==> config.mk <==
export PLATFORM = sky130hd
export DESIGN_NAME = operand_entry
export DESIGN_NICKNAME = d
export VERILOG_FILES = /design/src/rtl/operand_entry.sv
export SDC_FILE = /design/constraint.sdc
export NUM_CORES = 1
export LEC_CHECK = 0
export BUFFER_PORTS_ARGS = -buffer_cell sky130_fd_sc_hd__buf_2
export CAP_MARGIN = 5
export CORE_UTILIZATION = 50
export DETAILED_ROUTE_END_ITERATION = 16
export PLACE_DENSITY_LB_ADDON = 0.15
export RECOVER_POWER = 50
export SLEW_MARGIN = 20
export SYNTH_ARGS = -nofsm -noshare
export SYNTH_HDL_FRONTEND = slang
export SYNTH_SLANG_ARGS = --single-unit
==> constraint.sdc <==
create_clock -name clk -period 3.03 [get_ports clk]
set_input_delay 0.1515 -clock clk [delete_from_list [all_inputs] [get_ports clk]]
set_output_delay 0.1515 -clock clk [all_outputs]
set_load 0.05 [all_outputs]
==> src/rtl/operand_entry.sv <==
// operand_entry: keypad operand accumulator feeding the sign-magnitude to
// two's-complement converter. Decimal digit strobes build a binary magnitude
// with a separate sign. Enter commits the operand behind a valid/ready
// handshake. Digits that would exceed the magnitude range are rejected.
//
// Optional build macro: OPERAND_ENTRY_BACKSPACE_EN enables key 4'hB
// (backspace, divides the working magnitude by ten while typing).
//
// state | meaning
// ------+---------------------------------------------------------------
// IDLE  | working value is 0, no key seen since the last commit/clear
// ENTRY | at least one digit or sign toggle accepted
// WAIT  | operand committed, valid high until the downstream takes it
module operand_entry #(
  parameter int bits       = 8,
  parameter int MAX_DIGITS = 3
) (
  input  logic            clk,
  input  logic            rst,
  input  logic            keyValid,
  input  logic [3:0]      keyCode,
  input  logic            ready,
  output logic [bits-1:0] value,
  output logic            sign,
  output logic            valid,
  output logic            entering,
  output logic            overflow,
  output logic [bits-1:0] liveMag,
  output logic            liveSign
);

  localparam int CW = $clog2(MAX_DIGITS + 1);
  localparam int NW = bits + 4;

  localparam logic [3:0] KEY_SIGN  = 4'hA;
  localparam logic [3:0] KEY_CLEAR = 4'hC;
  localparam logic [3:0] KEY_ENTER = 4'hE;
`ifdef OPERAND_ENTRY_BACKSPACE_EN
  localparam logic [3:0] KEY_BACK  = 4'hB;
`endif

  typedef enum logic [1:0] {
    IDLE  = 2'd0,
    ENTRY = 2'd1,
    WAIT  = 2'd2
  } state_t;

  state_t          state, state_nxt;
  logic [bits-1:0] mag, mag_nxt;
  logic            live_sign, live_sign_nxt;
  logic [CW-1:0]   count, count_nxt;
  logic [bits-1:0] value_nxt;
  logic            sign_nxt;
  logic            valid_nxt;
  logic            overflow_nxt;

  logic [NW-1:0]   scaled;
  logic            is_digit;
  logic            digit_fits;

  // mag*10 + d built from shifts; the four extra bits catch any carry out
  assign scaled     = ({4'b0000, mag} << 3) + ({4'b0000, mag} << 1)
                    + {{bits{1'b0}}, keyCode};
  assign is_digit   = (keyCode <= 4'd9);
  assign digit_fits = (scaled[NW-1:bits] == 4'b0000)
                    && (count != CW'(MAX_DIGITS));

`ifdef OPERAND_ENTRY_BACKSPACE_EN
  logic [bits-1:0] mag_div10;

  assign mag_div10 = mag / bits'(10);
`endif

  // State register
  always_ff @(posedge clk) begin
    if (rst) begin
      state <= IDLE;
    end else begin
      state <= state_nxt;
    end
  end

  // Next-state and next working/committed values for one keypad strobe
  always_comb begin
    state_nxt     = state;
    mag_nxt       = mag;
    live_sign_nxt = live_sign;
    count_nxt     = count;
    value_nxt     = value;
    sign_nxt      = sign;
    valid_nxt     = valid;
    overflow_nxt  = 1'b0;

    case (state)
      IDLE, ENTRY: begin
        if (keyValid) begin
          if (is_digit) begin
            if (digit_fits) begin
              mag_nxt   = scaled[bits-1:0];
              state_nxt = ENTRY;
              // leading zeros do not use up a digit position
              if (scaled != '0) begin
                count_nxt = count + CW'(1);
              end
            end else begin
              overflow_nxt = 1'b1;
            end
          end else if (keyCode == KEY_SIGN) begin
            live_sign_nxt = ~live_sign;
            state_nxt     = ENTRY;
          end else if (keyCode == KEY_CLEAR) begin
            mag_nxt       = '0;
            live_sign_nxt = 1'b0;
            count_nxt     = '0;
            state_nxt     = IDLE;
          end else if (keyCode == KEY_ENTER) begin
            value_nxt     = mag;
            // a zero magnitude always commits as positive zero
            sign_nxt      = live_sign & (mag != '0);
            valid_nxt     = 1'b1;
            mag_nxt       = '0;
            live_sign_nxt = 1'b0;
            count_nxt     = '0;
            state_nxt     = WAIT;
          end
`ifdef OPERAND_ENTRY_BACKSPACE_EN
          else if ((keyCode == KEY_BACK) && (state == ENTRY)) begin
            mag_nxt = mag_div10;
            if (count != '0) begin
              count_nxt = count - CW'(1);
            end
            if ((mag_div10 == '0) && !live_sign) begin
              state_nxt = IDLE;
            end
          end
`endif
        end
      end
      WAIT: begin
        // keys are dropped silently until the operand is taken
        if (valid && ready) begin
          valid_nxt = 1'b0;
          state_nxt = IDLE;
        end
      end
      default: begin
        state_nxt = IDLE;
      end
    endcase
  end

  // Working and committed operand registers
  always_ff @(posedge clk) begin
    if (rst) begin
      mag       <= '0;
      live_sign <= 1'b0;
      count     <= '0;
      value     <= '0;
      sign      <= 1'b0;
      valid     <= 1'b0;
      overflow  <= 1'b0;
    end else begin
      mag       <= mag_nxt;
      live_sign <= live_sign_nxt;
      count     <= count_nxt;
      value     <= value_nxt;
      sign      <= sign_nxt;
      valid     <= valid_nxt;
      overflow  <= overflow_nxt;
    end
  end

  assign entering = (state == ENTRY);
  assign liveMag  = mag;
  assign liveSign = live_sign;

endmodule

==> results.sh, run 1 <==
export IMPL_die_y_um=58.7
export IMPL_yosys_area_top_type="dfxtp_1"
export IMPL_synth_compound_area_share_pct=22.4
export IMPL_placementRows=20
export IMPL_grt_pass1_vias=1449
export IMPL_timing_hold_ws_ns=0.113
export IMPL_irDropWorstVdd_mv=0.324
export IMPL_grt_setup_unrepaired="no"
export IMPL_worst_ep_required_time_ns=3.29
export IMPL_final_critical_path_time_including_i_o_delays_and_setup_ns=2.88
export IMPL_slew_headroom_pct=39.8
export IMPL_number_of_vias_in_the_routed_layout=1572
export IMPL_hold_depth=3
export IMPL_slew_viol_final=0
export IMPL_drt_first_iter_violations=78
export IMPL_routedWlPerCell_um=14.9
export IMPL_clkSlewWorstSetupHoldPaths_ns=0.13
export IMPL_yosys_register_bits=24
export IMPL_max_cap_violations=0
export IMPL_status="completed"
export IMPL_cts_num_sinks=24
export IMPL_min_path_type="in2reg"
export IMPL_grt_remaining_overflow=0
export IMPL_power_static_leakage_nw=0.785
export IMPL_ant_nets=0
export IMPL_final_setup_viol_count=0
export IMPL_largest_fanout_on_the_critical_path=8
export IMPL_fillCellCount=294
export IMPL_number_of_antenna_cells_inserted=0
export IMPL_horizontal_extent_of_the_die_um=58.7
export IMPL_hpwl_um=3140
export IMPL_setup_tns_ns=0
export IMPL_synthesis_area_per_instance_um2=8.09
export IMPL_cp_class="reg2reg"
export IMPL_io_buffer_count=28
export IMPL_floorplan_core_area_um2=3050
export IMPL_area_growth_synth_to_final_pct=16.5
export IMPL_cts_max_level=1
export IMPL_post_synth_fa_ha_maj_area_fraction_pct=14.9
export IMPL_number_of_warning_messages_in_the_yosys_log=0
export IMPL_post_synth_mux_area_share_pct=1.56
export IMPL_syn_area_um2=1610
export IMPL_pwr_density_cell_nw_per_um2=390
export IMPL_fmax_mhz=347
export IMPL_tritoncts="yes"
export IMPL_largest_family_of_logic_cells_by_synthesized_area="simple AND/OR/NAND/NOR gates"
export IMPL_worstMarginPinSlew_ns=0.890
export IMPL_critPathLaunchType="flip-flop"
export IMPL_grt_start_max_net_pins=27
export IMPL_final_estimated_routing_congestion_in_global_placement=0.961
export IMPL_cp_end_kind="flip-flop"
export IMPL_cts_hold_buffers_added=0
export IMPL_rr_worst_depth=12
export IMPL_drt_pass1_iterations=5
export IMPL_synth_xor_area_share_pct=2.18
export IMPL_async_reset_ff_share_pct=0
export IMPL_cts_buffers=3
export IMPL_synth_nets=225
export IMPL_final_seq_area_um2=489
export IMPL_multi_input_area_um2=1060
export IMPL_synth_top_cells_by_area="dfxtp_1 30%, ha_1 12%, a21oi_1 7.5%, nand2_1 6.1%, nand3_1 4.7%"
export IMPL_nNetsFinal=259
export IMPL_grt_pass1_wl_um=6730
export IMPL_initial_utilization_pct=52.7
export IMPL_post_synth_and_or_nand_nor_area_fraction_pct=23.6
export IMPL_layout_drive_gt1_share_pct=15.5
export IMPL_deepest_clock_path_buffer_count=2
export IMPL_track_usage_pct=25.9
export IMPL_period_share_pct=95.0
export IMPL_part_of_the_yosys_area_used_for_sequential_elements_pct=29.9
export IMPL_hold_viol_final=0
export IMPL_drcViolationCount=0
export IMPL_ctsRootBufferMaster="clkbuf_4"
export IMPL_netlist_cell_type_count=46
export IMPL_synthCells=199
export IMPL_die_area_um2=3450
export IMPL_critical_path_arrival_ns=3.14
export IMPL_ioPinCount=29
export IMPL_number_of_enable_type_register_cells_in_the_synthesized_netlist=0
export IMPL_postSynth_topFlopCell="dfxtp_1"
export IMPL_detail_route_vias_per_cell=5.70
export IMPL_clk_insertion_delay_late_ns=0.32
export IMPL_antenna_found_initial=0
export IMPL_detail_route_wirelength_um=4120
export IMPL_netlist_area_leader_share_pct=29.9
export IMPL_worst_clock_skew_ns=0.00426
-- cells in the final DEF (no fill, tap or decap), types with 2 or more instances in the layout --
cell,instances
a211o_1,2
a21o_1,2
a21oi_1,24
a31oi_1,2
and3_1,2
buf_2,7
buf_4,10
clkbuf_1,21
clkbuf_4,3
dfxtp_1,21
dfxtp_4,2
ha_1,16
inv_1,9
nand2_1,26
nand2_2,2
nand3_1,15
nor2_1,14
nor2b_1,2
nor3_1,3
nor4_1,4
o211ai_1,7
o21ai_0,6
xnor2_1,2
xor2_1,2
-- state kept, by name, summed over array words and instances, names as in the netlist --
name and count:
valid 1, state 2, liveMag 8, sign 1, liveSign 1, count 2, value 8, overflow 1
-- cell type report --
type	instances	area share, %
clock buffer	4	2.54
multi-input combinational	157	56.5
timing repair buffer	38	10.1
sequential	24	26.1
inverter	9	1.80
tap	44	2.94
-- cell families after synthesis --
kind of cell,after synthesis
XOR/XNOR,4
AO/OA/AOI/OAI,56
adder cells (fa/ha/maj),18
buffers and inverters,18
flip-flops,24
AND/OR/NAND/NOR,77
multiplexers,2
-- Yosys cell counts (2+ instances only) --
master,n
nand2_1,26
buf_2,2
xor2_1,2
nand2b_1,2
a31oi_1,2
dfxtp_1,24
and3_1,2
nand3_1,15
clkbuf_1,4
buf_6,2
a21oi_1,24
nor2b_1,2
o21ai_0,6
o211ai_1,7
ha_1,16
inv_1,9
o21ai_1,2
nand2_2,2
nor4_1,4
xnor2_1,2
nor2_1,14
a21o_1,2
nor3_1,3
fa_1,2
a211o_1,2
-- what timing repair did --
item | in CTS | in global routing
resized for setup | 0 | 4
setup endpoints to repair | 0 | 9
setup buffers | 0 | 4
-- routing by layer --
layer	global-route usage [%]	part of all wire, %
met1	34.1	42
met2	44.3	50
met3	4.84	7.8
met4	4.42	0.85
met5	0	0
-- through the flow --
| step | utilization [%] | setup WS (ns) | area (µm²) | power, mW | instances |
|---|---|---|---|---|---|
| after floorplan | - | 0.000555 | 1620 | 0.482 | 199 |
| after global placement | 59.1 | 0.108 | 1810 | 0.525 | 268 |
| after detailed placement | 59.1 | 0.0743 | 1810 | 0.529 | 268 |
| after CTS | 60.7 | 0.0492 | 1850 | 0.726 | 272 |
| after global routing | 61.4 | 0.0119 | 1870 | 0.766 | 276 |
| final | 61.4 | 0.151 | 1870 | 0.731 | 276 |
-- power breakdown --
group / internal, mW / switching (mW)
logic: 0.0692 / 0.122
clock network: 0.101 / 0.101
registers: 0.326 / 0.0118
-- worst paths after layout --
path	startpoint	to	slack [ns]
hold / removal	keyCode[0]	liveMag[0]	0.11
setup / recovery	liveMag[2]	liveMag[3]	0.15
setup reg to reg	liveMag[2]	liveMag[3]	0.15
hold reg to reg	value[2]	value[2]	0.46
-- critical path, cell delays in order, from the launching register on --
cell      delay, ns
dfxtp_4        0.39
inv_1          0.05
fa_1           0.47
inv_1          0.06
ha_1           0.30
a211o_1        0.29
nand2_2        0.12
a211oi_2       0.09
nor4_2         0.42
nor2b_1        0.19
buf_4          0.17
o211ai_1       0.11
a21oi_1        0.14
(Power assumes the default switching activity.)
==> run 2: changes to the inputs <==
--- a/config.mk
+++ b/config.mk
@@ -7,2 +7,3 @@
 export LEC_CHECK = 0
+export ABC_CLOCK_PERIOD_IN_PS = 3030
 export BUFFER_PORTS_ARGS = -buffer_cell sky130_fd_sc_hd__buf_2
@@ -11,2 +12,3 @@
 export DETAILED_ROUTE_END_ITERATION = 16
+export GPL_TIMING_DRIVEN = 0
 export PLACE_DENSITY_LB_ADDON = 0.15
--- a/constraint.sdc
+++ b/constraint.sdc
@@ -3,2 +3,2 @@
 set_output_delay 0.1515 -clock clk [all_outputs]
-set_load 0.05 [all_outputs]
+set_load 0.1 [all_outputs]
==> run 2 against run 1 <==
  * Final area is 0.27% higher
  * Die area stayed put
  * Register-to-register slack worse by 0.08 ns
  * Critical endpoint is now count[0]
  * Routed wire length is 4.0% lower
  * Clock power is 17% higher
  * Critical path type unchanged
==> results.sh, run 2 (same netlist as run 1, synthesis figures left out) <==
export IMPL_status="completed"
export IMPL_setup_tns_ns=0
export IMPL_nNetsFinal=260
export IMPL_final_setup_viol_count=0
export IMPL_ioPinCount=29
export IMPL_worstMarginPinSlew_ns=1.16
export IMPL_grt_pass1_vias=1487
export IMPL_deepest_clock_path_buffer_count=2
export IMPL_pwr_density_cell_nw_per_um2=423
export IMPL_drt_first_iter_violations=51
export IMPL_irDropWorstVdd_mv=0.272
export IMPL_worst_clock_skew_ns=0.00927
export IMPL_io_buffer_count=27
export IMPL_setup_worst_path_start="liveMag[0]"
export IMPL_cts_hold_buffers_added=0
export IMPL_cp_end_kind="flip-flop"
export IMPL_layout_commonest_cell="nand2_1"
export IMPL_antenna_found_initial=0
export IMPL_area_growth_synth_to_final_pct=16.8
export IMPL_hpwl_um=2910
export IMPL_grt_setup_unrepaired="yes"
export IMPL_postLayoutSetupSlackWorst_ns=0.0755
export IMPL_cts_max_level=1
export IMPL_detail_route_wirelength_um=3950
export IMPL_placementRows=20
export IMPL_max_cap_violations=0
export IMPL_power_static_leakage_nw=0.783
export IMPL_critical_path_reg2reg_startpoint="liveMag[0]"
export IMPL_critical_path_arrival_ns=3.19
export IMPL_hold_viol_final=0
export IMPL_slew_headroom_pct=22.8
export IMPL_tritoncts="yes"
export IMPL_timing_critical_path_cells="inv_2 -> fa_1 -> inv_1 -> fa_2 -> a211oi_4 -> nor2_1 -> a21oi_1 -> nand4b_1 -> nand2b_1 -> buf_6 -> a21oi_4 -> mux2_4"
export IMPL_detailedPlace_worstSlack_ns=0.00180
export IMPL_drcViolationCount=0
export IMPL_critPathLaunchType="flip-flop"
export IMPL_slew_viol_final=0
export IMPL_floorplan_core_area_um2=3050
export IMPL_worst_ep_required_time_ns=3.26
export IMPL_die_y_um=58.7
export IMPL_clk_insertion_delay_late_ns=0.32
export IMPL_initial_utilization_pct=52.7
export IMPL_grt_start_max_net_pins=15
export IMPL_period_share_pct=97.5
export IMPL_slowest_delay_ns=0.50
export IMPL_cts_buffers=3
export IMPL_cts_num_sinks=24
export IMPL_drt_pass1_iterations=4
export IMPL_largest_fanout_on_the_critical_path=10
export IMPL_r2r_setup_slack_ns=0.08
export IMPL_routedWlPerCell_um=14.3
export IMPL_clkSlewWorstSetupHoldPaths_ns=0.14
export IMPL_number_of_vias_in_the_routed_layout=1613
export IMPL_total_cell_area_at_the_placement_stage_um2=1820
export IMPL_die_area_um2=3450
export IMPL_min_path_type="in2reg"
export IMPL_final_estimated_routing_congestion_in_global_placement=0.899
export IMPL_fmax_mhz=338
export IMPL_rr_worst_depth=12
export IMPL_horizontal_extent_of_the_die_um=58.7
export IMPL_r2r_end="count[0]"
export IMPL_final_cell_area_um2=1880
export IMPL_track_usage_pct=25.1
export IMPL_ctsRootBufferMaster="clkbuf_4"
export IMPL_grt_remaining_overflow=0
export IMPL_cp_class="reg2reg"
export IMPL_p_total_uw=794
export IMPL_layout_drive_gt1_share_pct=16.3
export IMPL_detail_route_vias_per_cell=5.82
export IMPL_grt_pass1_wl_um=6580
export IMPL_number_of_antenna_cells_inserted=0
export IMPL_mostFrequentLayoutCells="26 x nand2_1, 25 x clkbuf_1, 24 x a21oi_1, 16 x ha_1, 16 x dfxtp_1"
export IMPL_critPathCapture="count[0]"
export IMPL_ant_nets=0
export IMPL_final_critical_path_time_including_i_o_delays_and_setup_ns=2.95
export IMPL_critical_path_slowest_cell="fa_1"
==> run 2: changes by cell type in the layout (fill, tap and decap cells not counted), sizes merged <==
cell / change
clkbuf: +3
bufinv: +1
buf: -3
==> run 2: final cells by class <==
class | count | area [µm²]
fillers | 302 | 1170
multi-input cells | 157 | 1050
flip-flops and latches | 24 | 498
repair buffers | 30 | 131
plain buffers | 9 | 55.1
well taps | 44 | 55.1
inverters | 9 | 33.8
clock inverters | 1 | 30.0
clock buffers | 3 | 22.5
==> run 2: metal layers <==
metal	GRT usage, %	wire length (µm)	vias up
met4	11.6	90	0
met3	4.18	261	10
met5	0	0	-
met2	41.7	1910	61
li1	-	-	787
met1	31.6	1690	755
==> run 2: through the flow <==
stage               std cells  hold WS [ns]  util (%)
detailed placement        270         0.444      59.6
CTS                       277        0.0986      62.4
global route              277        0.0950      61.6
global placement          270         0.438      59.6
finish                    277         0.102      61.6
floorplan                 199         0.293         -
==> run 2: repair_timing <==
item	CTS	global route
setup endpoints to repair	1	5
resized for setup	2	0
buffers inserted	3	0
pin swaps	2	2
hold endpoints to repair	0	0
==> run 2: how the worst min path moves through the flow <==
stage	end	from	slack [ns]	cells after the start
after floorplan	liveMag[0]	keyCode[0]	0.29	2
after global placement	value[7]	value[7]	0.44	2
after detailed placement	value[0]	value[0]	0.44	2
after CTS	overflow	rst	0.1	2
after global routing	overflow	rst	0.1	2
final	overflow	rst	0.10	2
==> run 2: power by group <==
part | switching, mW | internal (mW) | leakage, nW
combinational | 0.152 | 0.0671 | 0.556
sequential | 0.0116 | 0.326 | 0.199
clock | 0.103 | 0.134 | 0.0279
total | 0.267 | 0.527 | 0.783
==> run 2: worst max-delay path, delay by kind of cell, from the launching register on <==
family,cells,cell delay (ns)
compound gates,3,0.57
buf+inv,3,0.26
simple gates,3,0.45
flops,1,0.38
fa+ha+maj,2,0.89
mux,1,0.31
